## src/rtl/sat_fsm_pkg.sv

```systemverilog
// Shared types and helpers for the satellite fault-management FSM.
package sat_fsm_pkg;

    typedef enum logic [1:0] {
        NOM1  = 2'b00,
        NOM2  = 2'b01,
        CRIT1 = 2'b10,
        CRIT2 = 2'b11
    } mode_t;

    // Severity rank; the mode encoding is already ordered least to most severe.
    function automatic logic [1:0] sev(input mode_t m);
        return 2'(m);
    endfunction

    // Bits needed for a counter spanning 0..n inclusive.
    function automatic int unsigned cnt_w(input int unsigned n);
        return $clog2(n + 1);
    endfunction

endpackage

```

## src/rtl/sat_debounce.sv

```systemverilog
// Per-channel saturating debounce counter with confirm pulse and zero flag.
module sat_debounce
    import sat_fsm_pkg::*;
#(
    parameter int unsigned DEB_CYC = 4
) (
    input  logic clk,
    input  logic rst,
    input  logic flt,
    output logic confirm_c,
    output logic zero_c
);

    localparam int unsigned CW = cnt_w(DEB_CYC);

    logic [CW-1:0] cnt;

    assign zero_c    = (cnt == '0);
    // Fires only on the edge that takes the count up to DEB_CYC, not while saturated.
    assign confirm_c = flt && (cnt == CW'(DEB_CYC - 1));

    always_ff @(posedge clk) begin
        if (rst) begin
            cnt <= '0;
        end else if (!flt) begin
            cnt <= '0;
        end else if (cnt != CW'(DEB_CYC)) begin
            cnt <= cnt + CW'(1);
        end
    end

endmodule

```

## src/rtl/sat_fault_fsm_p.sv

```systemverilog
// Fault latching, severity classification and NOM/CRIT mode sequencing with
// minimum critical dwell and ground-acknowledged recovery.
module sat_fault_fsm_p
    import sat_fsm_pkg::*;
#(
    parameter int unsigned N_FLT    = 3,
    parameter int unsigned DEB_CYC  = 4,
    parameter int unsigned HOLD_CYC = 16
) (
    input  logic                         clk,
    input  logic                         rst,
    input  logic [N_FLT-1:0]             flt_in,
    input  logic [N_FLT-1:0]             crit_mask,
    input  logic                         ack,
    output logic [1:0]                   mode,
    output logic                         N1,
    output logic                         N2,
    output logic                         C1,
    output logic                         C2,
    output logic [N_FLT-1:0]             flt_lat,
    output logic [$clog2(N_FLT+1)-1:0]   flt_cnt,
    output logic                         hold_busy
);

    localparam int unsigned FW = cnt_w(N_FLT);
    localparam int unsigned HW = cnt_w(HOLD_CYC);

    logic [N_FLT-1:0] confirm;
    logic [N_FLT-1:0] zero;
    logic [N_FLT-1:0] clr;
    logic [N_FLT-1:0] lat_nxt;
    logic [FW-1:0]    cnt_nxt;
    logic [HW-1:0]    hold_cnt;
    logic [HW-1:0]    hold_nxt;
    mode_t            mode_r;
    mode_t            mode_nxt;
    mode_t            target;

    for (genvar i = 0; i < N_FLT; i++) begin : g_deb
        sat_debounce #(
            .DEB_CYC (DEB_CYC)
        ) u_deb (
            .clk       (clk),
            .rst       (rst),
            .flt       (flt_in[i]),
            .confirm_c (confirm[i]),
            .zero_c    (zero[i])
        );
    end

    // Ack clears only idle, non-confirming channels and only outside the dwell.
    assign clr  = {N_FLT{ack & ~hold_busy}} & zero & ~confirm;
    assign mode = mode_r;

    always_comb begin
        lat_nxt = (flt_lat | confirm) & ~clr;

        cnt_nxt = '0;
        for (int i = 0; i < int'(N_FLT); i++) begin
            cnt_nxt = cnt_nxt + FW'(lat_nxt[i]);
        end

        if (flt_cnt == FW'(N_FLT)) begin
            target = CRIT2;
        end else if (flt_cnt >= FW'(2) || |(flt_lat & crit_mask)) begin
            target = CRIT1;
        end else if (flt_cnt == FW'(1)) begin
            target = NOM2;
        end else begin
            target = NOM1;
        end

        mode_nxt = mode_r;
        hold_nxt = (hold_cnt == '0) ? '0 : hold_cnt - HW'(1);

        // Escalate immediately; every climb into a critical mode restarts the dwell.
        if (sev(target) > sev(mode_r)) begin
            mode_nxt = target;
            if (sev(target) >= sev(CRIT1)) begin
                hold_nxt = HW'(HOLD_CYC);
            end
        end else if (sev(target) < sev(mode_r)) begin
            if (mode_r == NOM2 || hold_cnt == '0) begin
                mode_nxt = target;
            end
        end
    end

    always_ff @(posedge clk) begin
        if (rst) begin
            flt_lat   <= '0;
            flt_cnt   <= '0;
            hold_cnt  <= '0;
            hold_busy <= 1'b0;
            mode_r    <= NOM1;
            N1        <= 1'b1;
            N2        <= 1'b0;
            C1        <= 1'b0;
            C2        <= 1'b0;
        end else begin
            flt_lat   <= lat_nxt;
            flt_cnt   <= cnt_nxt;
            hold_cnt  <= hold_nxt;
            hold_busy <= (hold_nxt != '0);
            mode_r    <= mode_nxt;
            N1        <= (mode_nxt == NOM1);
            N2        <= (mode_nxt == NOM2);
            C1        <= (mode_nxt == CRIT1);
            C2        <= (mode_nxt == CRIT2);
        end
    end

endmodule

```

## config.mk

```make
export PLATFORM = sky130hd
export DESIGN_NAME = sat_fault_fsm_p
export DESIGN_NICKNAME = d
export VERILOG_FILES = /design/src/rtl/sat_fsm_pkg.sv /design/src/rtl/sat_debounce.sv /design/src/rtl/sat_fault_fsm_p.sv
export SDC_FILE = /design/constraint.sdc
export NUM_CORES = 1
export LEC_CHECK = 0
export CAP_MARGIN = 25
export CORE_AREA = 2 2 41 80
export CTS_CLUSTER_DIAMETER = 150
export CTS_CLUSTER_SIZE = 40
export DETAILED_ROUTE_END_ITERATION = 10
export DIE_AREA = 0 0 43 82
export HOLD_SLACK_MARGIN = 0.12
export PLACE_DENSITY = 0.79
export SLEW_MARGIN = 5
export SYNTH_ARGS = -nofsm -noshare
export SYNTH_HDL_FRONTEND = slang
export SYNTH_SLANG_ARGS = --single-unit
```

## constraint.sdc

```tcl
create_clock -name clk -period 2.5 [get_ports clk]
set_input_delay 0.5 -clock clk [delete_from_list [all_inputs] [get_ports clk]]
set_output_delay 0.5 -clock clk [all_outputs]
set_load 0.005 [all_outputs]
```

# Word level (Yosys, flattened, before mapping)
# Index checks and enable logic that the tools add are counted.
[totals] regBits=26 output_inout_bits=12 elab_cells=70
[op_classes] magnitude_cmp=4 n_addsub=6 reduce_logical=15 muxes=9 bitwise=12 eq_ne=12
[ops] op="2-to-1 mux 5 bit" count=3
[ops] op="AND 3 bit" count=4
[ops] op="2-to-1 mux 2 bit" count=5
[ops] op="adder 3 x 1 -> 3 bit, second input constant" count=3
[ops] op="equality test 3 x 2 -> 1 bit, second input constant" count=3
[ops] op="zero test 3 bit" count=3
[ops] op="!= test 3 bit, second input constant" count=3
[ops] op="equality test 2 x 1 -> 1 bit, second input constant" count=3
[ops] op="equality test 2 bit, second input constant" count=3
[ops] op="NOT 3 bit" count=2
[ops] op="OR reduction 2 bit" count=3
[ops] op="zero test 5 bit" count=1
[ops] op="nonzero test 5 bit" count=1
[ops] op="subtractor 5 x 1 -> 5 bit, second input constant" count=1
[ops] op=">= comparator 2 bit, second input constant" count=2
[ops] op="NOT 1 bit" count=4
[ops] op="logical AND 1 bit" count=3
[ops] op="OR 3 bit" count=1
[ops] op="OR reduction 3 bit" count=1
[ops] op="adder 1 x 1 -> 2 bit" count=1
[ops] op="adder 2 x 1 -> 2 bit" count=1
[ops] op="> comparator 2 bit" count=1
[ops] op="zero test 2 bit" count=1
[ops] op="logical OR 1 bit" count=2
[ops] op="other kinds (3)" count=3

# Longest topological paths before layout
# Gate-level depths: netlist of run 1.
[depth] word_depth=9 mapped_depth=7 depth_no_buf=7

# By module
# Synthesis of run 1 repeated with hierarchy kept, for this count alone.
[hier_totals] hier_cells=143 area_unflattened_um2=1331.3
[modules_own_cells] module="sat_fault_fsm_p" instances=1 area_each_um2=790.8 cells_per_inst=83 seq_area_each_um2=340.3
[modules_own_cells] module="sat_debounce" instances=3 area_each_um2=180.2 cells_per_inst=20 seq_area_each_um2=60.1

# Least setup slack after synthesis of run 1
# Ideal clock, no wire load.
[synth_timing] kind="input port to flip-flop" from="input port crit_mask[0]" to="register N1" t_arrival_ps=2261 stages=7 setup_slack_ps=133 setup_time_ps=106 cell_sequence="a222oi_1 -> o21ai_0 -> ha_1 -> and2_1 -> a21boi_1 -> or2_2 -> o311ai_0"
[synth_between] elab_chain_len=9 word_cells_on_any_way=11 cone_classes="order compare (2); mux (5); bitwise (1); reduce/logical (3)"
[synth_lines] item="start: declaration" line_no="sat_fault_fsm_p.sv:13" text="input logic [N_FLT-1:0] crit_mask,"
[synth_lines] item="AND 3 bit *" line_no="sat_fault_fsm_p.sv:65" text="end else if (flt_cnt >= FW'(2) || |(flt_lat & crit_mask)) begin"
[synth_lines] item="OR reduction 3 bit *" line_no="sat_fault_fsm_p.sv:65"
[synth_lines] item="logical OR 1 bit *" line_no="sat_fault_fsm_p.sv:65"
[synth_lines] item="2-to-1 mux 2 bit *" line_no="sat_fault_fsm_p.sv:65"
[synth_lines] item="2-to-1 mux 2 bit *" line_no="sat_fault_fsm_p.sv:63" text="if (flt_cnt == FW'(N_FLT)) begin"
[synth_lines] item="< comparator 2 bit or 2-to-1 mux 2 bit (tied branches)" line_no="sat_fault_fsm_p.sv:82, sat_fault_fsm_p.sv:83"
[synth_lines] item="2-to-1 mux 2 bit" line_no="sat_fault_fsm_p.sv:82" text="end else if (sev(target) < sev(mode_r)) begin"
[synth_lines] item="2-to-1 mux 2 bit *" line_no="sat_fault_fsm_p.sv:77" text="if (sev(target) > sev(mode_r)) begin"
[synth_lines] item="zero test 2 bit *" line_no="sat_fault_fsm_p.sv:106" text="N1 <= (mode_nxt == NOM1);"
[synth_lines] item="end signal: assignment" line_no="sat_fault_fsm_p.sv:106"
[synth_lines] item="end: declaration" line_no="sat_fault_fsm_p.sv:16" text="output logic N1,"
# Every way passes the cells marked *; elsewhere a longest branch is shown, timed or not.
# A chain may end at the register's enable or synchronous reset.

# Worst setup path after layout of run 1
[layout_timing] from="input port crit_mask[2]" to="register N1"
# The elaborated chain is that of the path after synthesis.

==> results.toml, run 1 <==
[run_status]
outcome = "completed"

[route]
dr.pass1.iters = 4
vias = 1134
wl_met3_microns = 128
wire_per_inst_microns = 15.1
drc = 0
drtIter0Drc = 25
met1_length_microns = 1100
routed-wl-met2_microns = 1730
via_per_inst = 5.67
routed_wl_microns = 3020
final_antenna_net_count = 0
top_layer = "met4"

[logic_synthesis]
postSynthAreaPerCell_sq_um = 9.04
synthFlopType = "dfxtp_1"
netlist-cell-type-count = 34
ys_ff_latch = 26
synthesis.area_sq_um = 1260
synth_warnings = 0
yosys.area.top_type = "dfxtp_1"
synth_area_leaders = "dfxtp_1, ha_1, inv_1, a21oi_1, nand2_1"
synth-async-reset-ratio_pct = 0
synth_edf_count = 0
syn_inst = 140
synth.top_cell.area_share_pct = 41.1
synth_seq_area_share_pct = 41.1
syn_nets = 162

[worst_hold_path]
holdPathEnd = "hold_cnt[0]"
min_path_cells = 1
min_from = "hold_cnt[0]"
hold_class = "flop to flop"

[grt]
first_global_vias = 1136
gr-total-overflow = 0
grt_usage_pct = 18.1
grt_max_degree = 16
grt_pass1_wl_microns = 4920
antenna_found_initial = 0

[cells_and_area]
diodes = 0
n_fill_cell = 240
stdcell_area_sq_um = 1730
syn_to_final_growth_pct = 36.6
layout-drive-gt1-share_pct = 18.2
fin_nets = 193

[worst_setup_path]
critPathMaxStageDelay_ns = 0.41
required_ns = 2.64
r2r_cells = 9
cp_cell_sequence = "clkdlybuf4s50_1 > a222oi_1 > buf_4 > o21ai_2 > ha_1 > and2_4 > a21boi_4 > buf_6 > o211ai_1 > o311ai_4"
r2r_setup_slack_ns = 0.28
r2r_end = "N1"
crit_fanout = 8
worstPathArrival_ns = 2.54
crit_path_end_kind = "flop"
worst-path-buf-inv = 3
crit_type = "input port to flop"
crit_start = "crit_mask[2]"
cp_slowest_cell = "clkdlybuf4s50_1"
r2r_start = "flt_lat[0]"
cp-start-kind = "input port"
crit_family = "compound AO/OA/AOI/OAI gates"

[power]
internal_power_uw = 936
fin_total_pwr_mw = 1.36
pwr-share-seq_pct = 37.8
p_sw_uw = 420
peakVddDrop_mv = 0.318
clkPwrFrac_pct = 25.5
leakagePower_nw = 0.712
comb_power_share_pct = 36.7
netSwitchingFraction_pct = 31.0
power_density_nw_per_um2 = 785

[die]
row_count = 28
die-area_sq_um = 3530
design.core.area_sq_um = 2940
dieWidth_microns = 43
initial_core_util_pct = 43.0
io_pins = 21
die-height_microns = 82

[sta]
whs_ns = 0.460
setup-tns-final_ns = 0
max_freq_ghz = 0.417
hold_violations = 0
max-slew-margin-rel_pct = 58.9
drv_slew = 0
period_minus_slack_ns = 2.40
rsz0062_at_grt = "false"
layout_worst_path_cycle_share_pct = 95.8
tightest_slew_ns = 0.614
skew_ns = 0.00214
setup_viol = 0

[cts]
ctsHoldBuffers = 0
cts_made_buffers = 3
cts_max_level = 1
clk_path_buf_depth = 2
cts.sinks = 26
cts_tree = "yes"
clk_latency_ns = 0.27
path_clk_slew_ns = 0.09
cts_root_buffer = "clkbuf_8"

[flow_run]
maxCapViolCount = 0

[place]
hpwlAfterDp_microns = 2280
placed_area_sq_um = 1550
port_buffers = 20
gp_congestion = 0.887
sequential cells by signal (all words and copies together) (netlist names):
register,flops
N2,1
g_deb.u_deb.cnt,9
hold_busy,1
C2,1
flt_lat,3
flt_cnt,2
hold_cnt,5
mode,2
C1,1
N1,1
cells by family after synthesis:
group,share of synthesized area [%]
AND/OR/NAND/NOR,21.7
AO/OA/AOI/OAI,15.3
flip-flops,41.1
buffers and inverters,5.64
adder cells (fa/ha/maj),13.5
XOR/XNOR,2.77
layout make-up:
cell class	instances	area (sq um)	share of cell area, %
clock inverters	1	30.0	1.74
flip-flops and latches	26	520	30.1
well taps	30	37.5	2.17
inverters	17	63.8	3.69
clock buffers	3	41.3	2.39
repair buffers	28	269	15.6
multi-input cells	95	766	44.3
placed cells by master, fill, tap and decap left out, types with 2 or more instances in the layout:
cell type	instances
xnor2_1	4
o31ai_2	2
inv_1	17
dfxtp_1	26
clkdlybuf4s50_1	18
nand2b_1	3
or3_1	2
ha_1	11
nand2_1	12
nand3_1	7
nor2b_1	4
nor2_1	8
dlymetal6s2s_1	2
a31oi_1	2
a21oi_1	9
nor3_1	2
buf_4	7
a22o_1	2
clkbuf_8	3
and2_1	3
metal layers:
layer	GRT usage, %	vias up
met1	17.5	544
met5	0	-
met4	10.0	0
met2	35.0	41
li1	-	545
met3	3.08	4
repair_timing:
| action | CTS | global route |
|---|---|---|
| resized for setup | 9 | 13 |
| setup endpoints to repair | 6 | 10 |
| pin swaps | 1 | 7 |
| gates cloned | 0 | 0 |
| buffers inserted | 0 | 1 |
per-stage QoR:
step,instances,setup slack (ns),utilization (%)
floorplan,140,0.133,-
global placement,195,-0.288,52.6
detailed placement,195,-0.487,52.6
CTS,199,-0.0272,56.4
global route,200,0.0408,58.7
finish,200,0.104,58.7
cell usage after synthesis (2+ instances only):
cell type / number
dfxtp_1: 26
inv_1: 17
ha_1: 12
nand2_1: 12
a21oi_1: 9
nor2_1: 9
nand3_1: 7
nor2b_1: 5
and2_1: 4
xnor2_1: 4
nand2b_1: 3
nor3_1: 3
a22o_1: 2
a31oi_1: 2
clkbuf_1: 2
nor4b_2: 2
o21ai_0: 2
o31ai_1: 2
or3_1: 2
power groups by stage:
| stage | sequential, mW | combinational (mW) | clock, mW |
|---|---|---|---|
| 2_1_floorplan | 0.516 | 0.274 | 0 |
| 3_3_place_gp | 0.519 | 0.394 | 0 |
| 3_5_place_dp | 0.523 | 0.417 | 0 |
| 4_1_cts | 0.513 | 0.452 | 0.354 |
| 5_1_grt | 0.519 | 0.549 | 0.372 |
| 6_report | 0.512 | 0.498 | 0.346 |
how the worst max path moves through the flow:
stage | to | slack [ns] | cells past startpoint
2_1_floorplan | N1 | 0.13 | 7
3_3_place_gp | C1 | -0.29 | 9
3_5_place_dp | N1 | -0.49 | 9
4_1_cts | C1 | -0.03 | 9
5_1_grt | mode[0] | 0.04 | 10
6_report | N1 | 0.10 | 10
Note: power is estimated with default switching activity, not from simulation.
==> inputs of run 2 (changes only) <==
==> constraint.sdc (replaced) <==
create_clock -name clk -period 2.5 [get_ports clk]
set_input_delay 0.375 -clock clk [delete_from_list [all_inputs] [get_ports clk]]
set_output_delay 0.375 -clock clk [all_outputs]
set_load 0.005 [all_outputs]
==> results.toml, run 2 (synthesis results as in run 1) <==
[grt]
grt_usage_pct = 17.9
antenna_found_initial = 0
grt_max_degree = 16
gr-total-overflow = 0
grt_pass1_wl_microns = 4690
first_global_vias = 1147

[route]
via_per_inst = 5.68
wire_per_inst_microns = 14.6
final_antenna_net_count = 0
vias = 1131
dr.pass1.iters = 4
drtIter0Drc = 37
routed_wl_microns = 2910
drc = 0

[sta]
rsz0062_at_grt = "false"
hold_violations = 0
setup_viol = 0
max_freq_ghz = 0.426
fin_ws_ns = 0.153
skew_ns = 0.00178
layout_worst_path_cycle_share_pct = 93.9
setup-tns-final_ns = 0
max-slew-margin-rel_pct = 61.6
period_minus_slack_ns = 2.35
whs_ns = 0.468
drv_slew = 0
tightest_slew_ns = 0.574

[cells_and_area]
final_cell_mix = "dfxtp_1, clkdlybuf4s50_1, inv_1, nand2_1, ha_1"
syn_to_final_growth_pct = 32.3
stdcell_area_sq_um = 1670
largestRegisters = "g_deb.u_deb.cnt x9, hold_cnt x5, flt_lat x3"
multiInputGateArea_sq_um = 728
instances_no_fill = 199
fin_nets = 192
seqCellArea_sq_um = 520
layout-drive-gt1-share_pct = 14.8
utilization_pct = 56.9
n_fill_cell = 260
diodes = 0
largest_reg_flops = 9
top_register = "g_deb.u_deb.cnt"
mostFrequentLayoutCell = "dfxtp_1"

[die]
io_pins = 21
die-height_microns = 82
dieWidth_microns = 43
initial_core_util_pct = 43.0
die-area_sq_um = 3530
design.core.area_sq_um = 2940
row_count = 28

[run_status]
outcome = "completed"

[power]
p_sw_uw = 408
comb_power_share_pct = 35.1
leakagePower_nw = 0.670
peakVddDrop_mv = 0.412
netSwitchingFraction_pct = 30.7
internal_power_uw = 921
power_density_nw_per_um2 = 794
clkPwrFrac_pct = 26.4
fin_total_pwr_mw = 1.33
pwr-share-seq_pct = 38.5

[worst_hold_path]
holdPathEnd = "hold_cnt[0]"
hold_class = "flop to flop"
min_path_cells = 1
min_from = "hold_cnt[0]"

[worst_setup_path]
crit_fanout = 6
cp_slowest_cell = "nor4b_4"
r2r_end = "C1"
critPathMaxStageDelay_ns = 0.42
crit_family = "simple AND/OR/NAND/NOR gates"
crit_path_end_kind = "flop"
crit_type = "input port to flop"
worst-path-buf-inv = 2
cp_cell_sequence = "clkdlybuf4s50_1 > a222oi_1 > buf_4 > nand2_2 > ha_4 > nor2b_2 > nor4b_4 > nor2_2 > a41o_2"
r2r_start = "flt_lat[0]"
worstPathArrival_ns = 2.52
r2r_setup_slack_ns = 0.32
required_ns = 2.68
r2r_cells = 8
cp-start-kind = "input port"

[place]
dp.cells = 194
hpwlAfterDp_microns = 2310
gp_congestion = 0.886
port_buffers = 20
placed_area_sq_um = 1540
dp_slack_ns = -0.329

[cts]
cts_max_level = 1
ctsHoldBuffers = 0
cts.sinks = 26
clk_latency_ns = 0.27
path_clk_slew_ns = 0.09
clk_path_buf_depth = 2
cts_root_buffer = "clkbuf_8"
cts_tree = "yes"
cts_made_buffers = 3

[flow_run]
maxCapViolCount = 0
-- run 2: cell types whose count changed in the layout (fill, tap and decap cells not counted), moves of 2 or more --
cell | previous run | this run
clkdlybuf4s50_1 | 18 | 20
dlymetal6s2s_1 | 2 | 0
o31ai_1 | 0 | 2
o31ai_2 | 2 | 0
-- run 2: timing repair --
item / 4_1_cts / 5_1_grt
gates resized for setup: 2 / 10
pin swaps: 0 / 5
setup buffers: 0 / 1
gates cloned: 0 / 0
setup endpoints to repair: 2 / 6
-- run 2: final cells by class --
cell class,instances,share of cell area (%)
inverter,17,3.81
timing repair buffer,27,15.1
tap,30,2.24
sequential,26,31.1
clock inverter,1,1.79
clock buffer,3,2.47
multi-input combinational,95,43.5
-- run 2: worst register-to-register path: stages (launching register included) --
cell and delay [ns]:
dfxtp_1 0.35, a222oi_1 0.32, buf_4 0.18, nand2_2 0.08
ha_4 0.22, nor2b_2 0.17, nor4b_4 0.42, nor2_2 0.07
a41o_2 0.27
-- run 2: power by group through the flow --
stage          Combinational [mW]  Sequential, mW  Clock, mW
3_5_place_dp                0.419           0.523          0
3_3_place_gp                0.393           0.519          0
5_1_grt                     0.524           0.519      0.372
6_report                    0.466           0.512      0.351
4_1_cts                     0.425           0.512      0.355
2_1_floorplan               0.274           0.516          0
-- run 2: how the worst max path moves through the flow --
| stage | slack (ns) | endpoint | startpoint | cells after the start |
|---|---|---|---|---|
| 6_report | 0.15 | C1 | crit_mask[0] | 9 |
| 5_1_grt | 0.02 | C1 | crit_mask[0] | 9 |
| 4_1_cts | 0.02 | C1 | crit_mask[0] | 9 |
| 3_5_place_dp | -0.33 | N1 | crit_mask[0] | 9 |
| 3_3_place_gp | -0.16 | C1 | crit_mask[0] | 9 |
| 2_1_floorplan | 0.26 | N1 | crit_mask[0] | 7 |
-- run 2: metal layers --
metal / wire (microns) / up-vias / part of all wire (%) / GRT usage, %
li1: - / 545 / - / -
met4: 172 / 0 / 5.9 / 16.4
met3: 106 / 15 / 3.6 / 2.42
met2: 1630 / 40 / 56 / 33.3
met5: 0 / - / 0 / 0
met1: 999 / 531 / 34 / 15.8
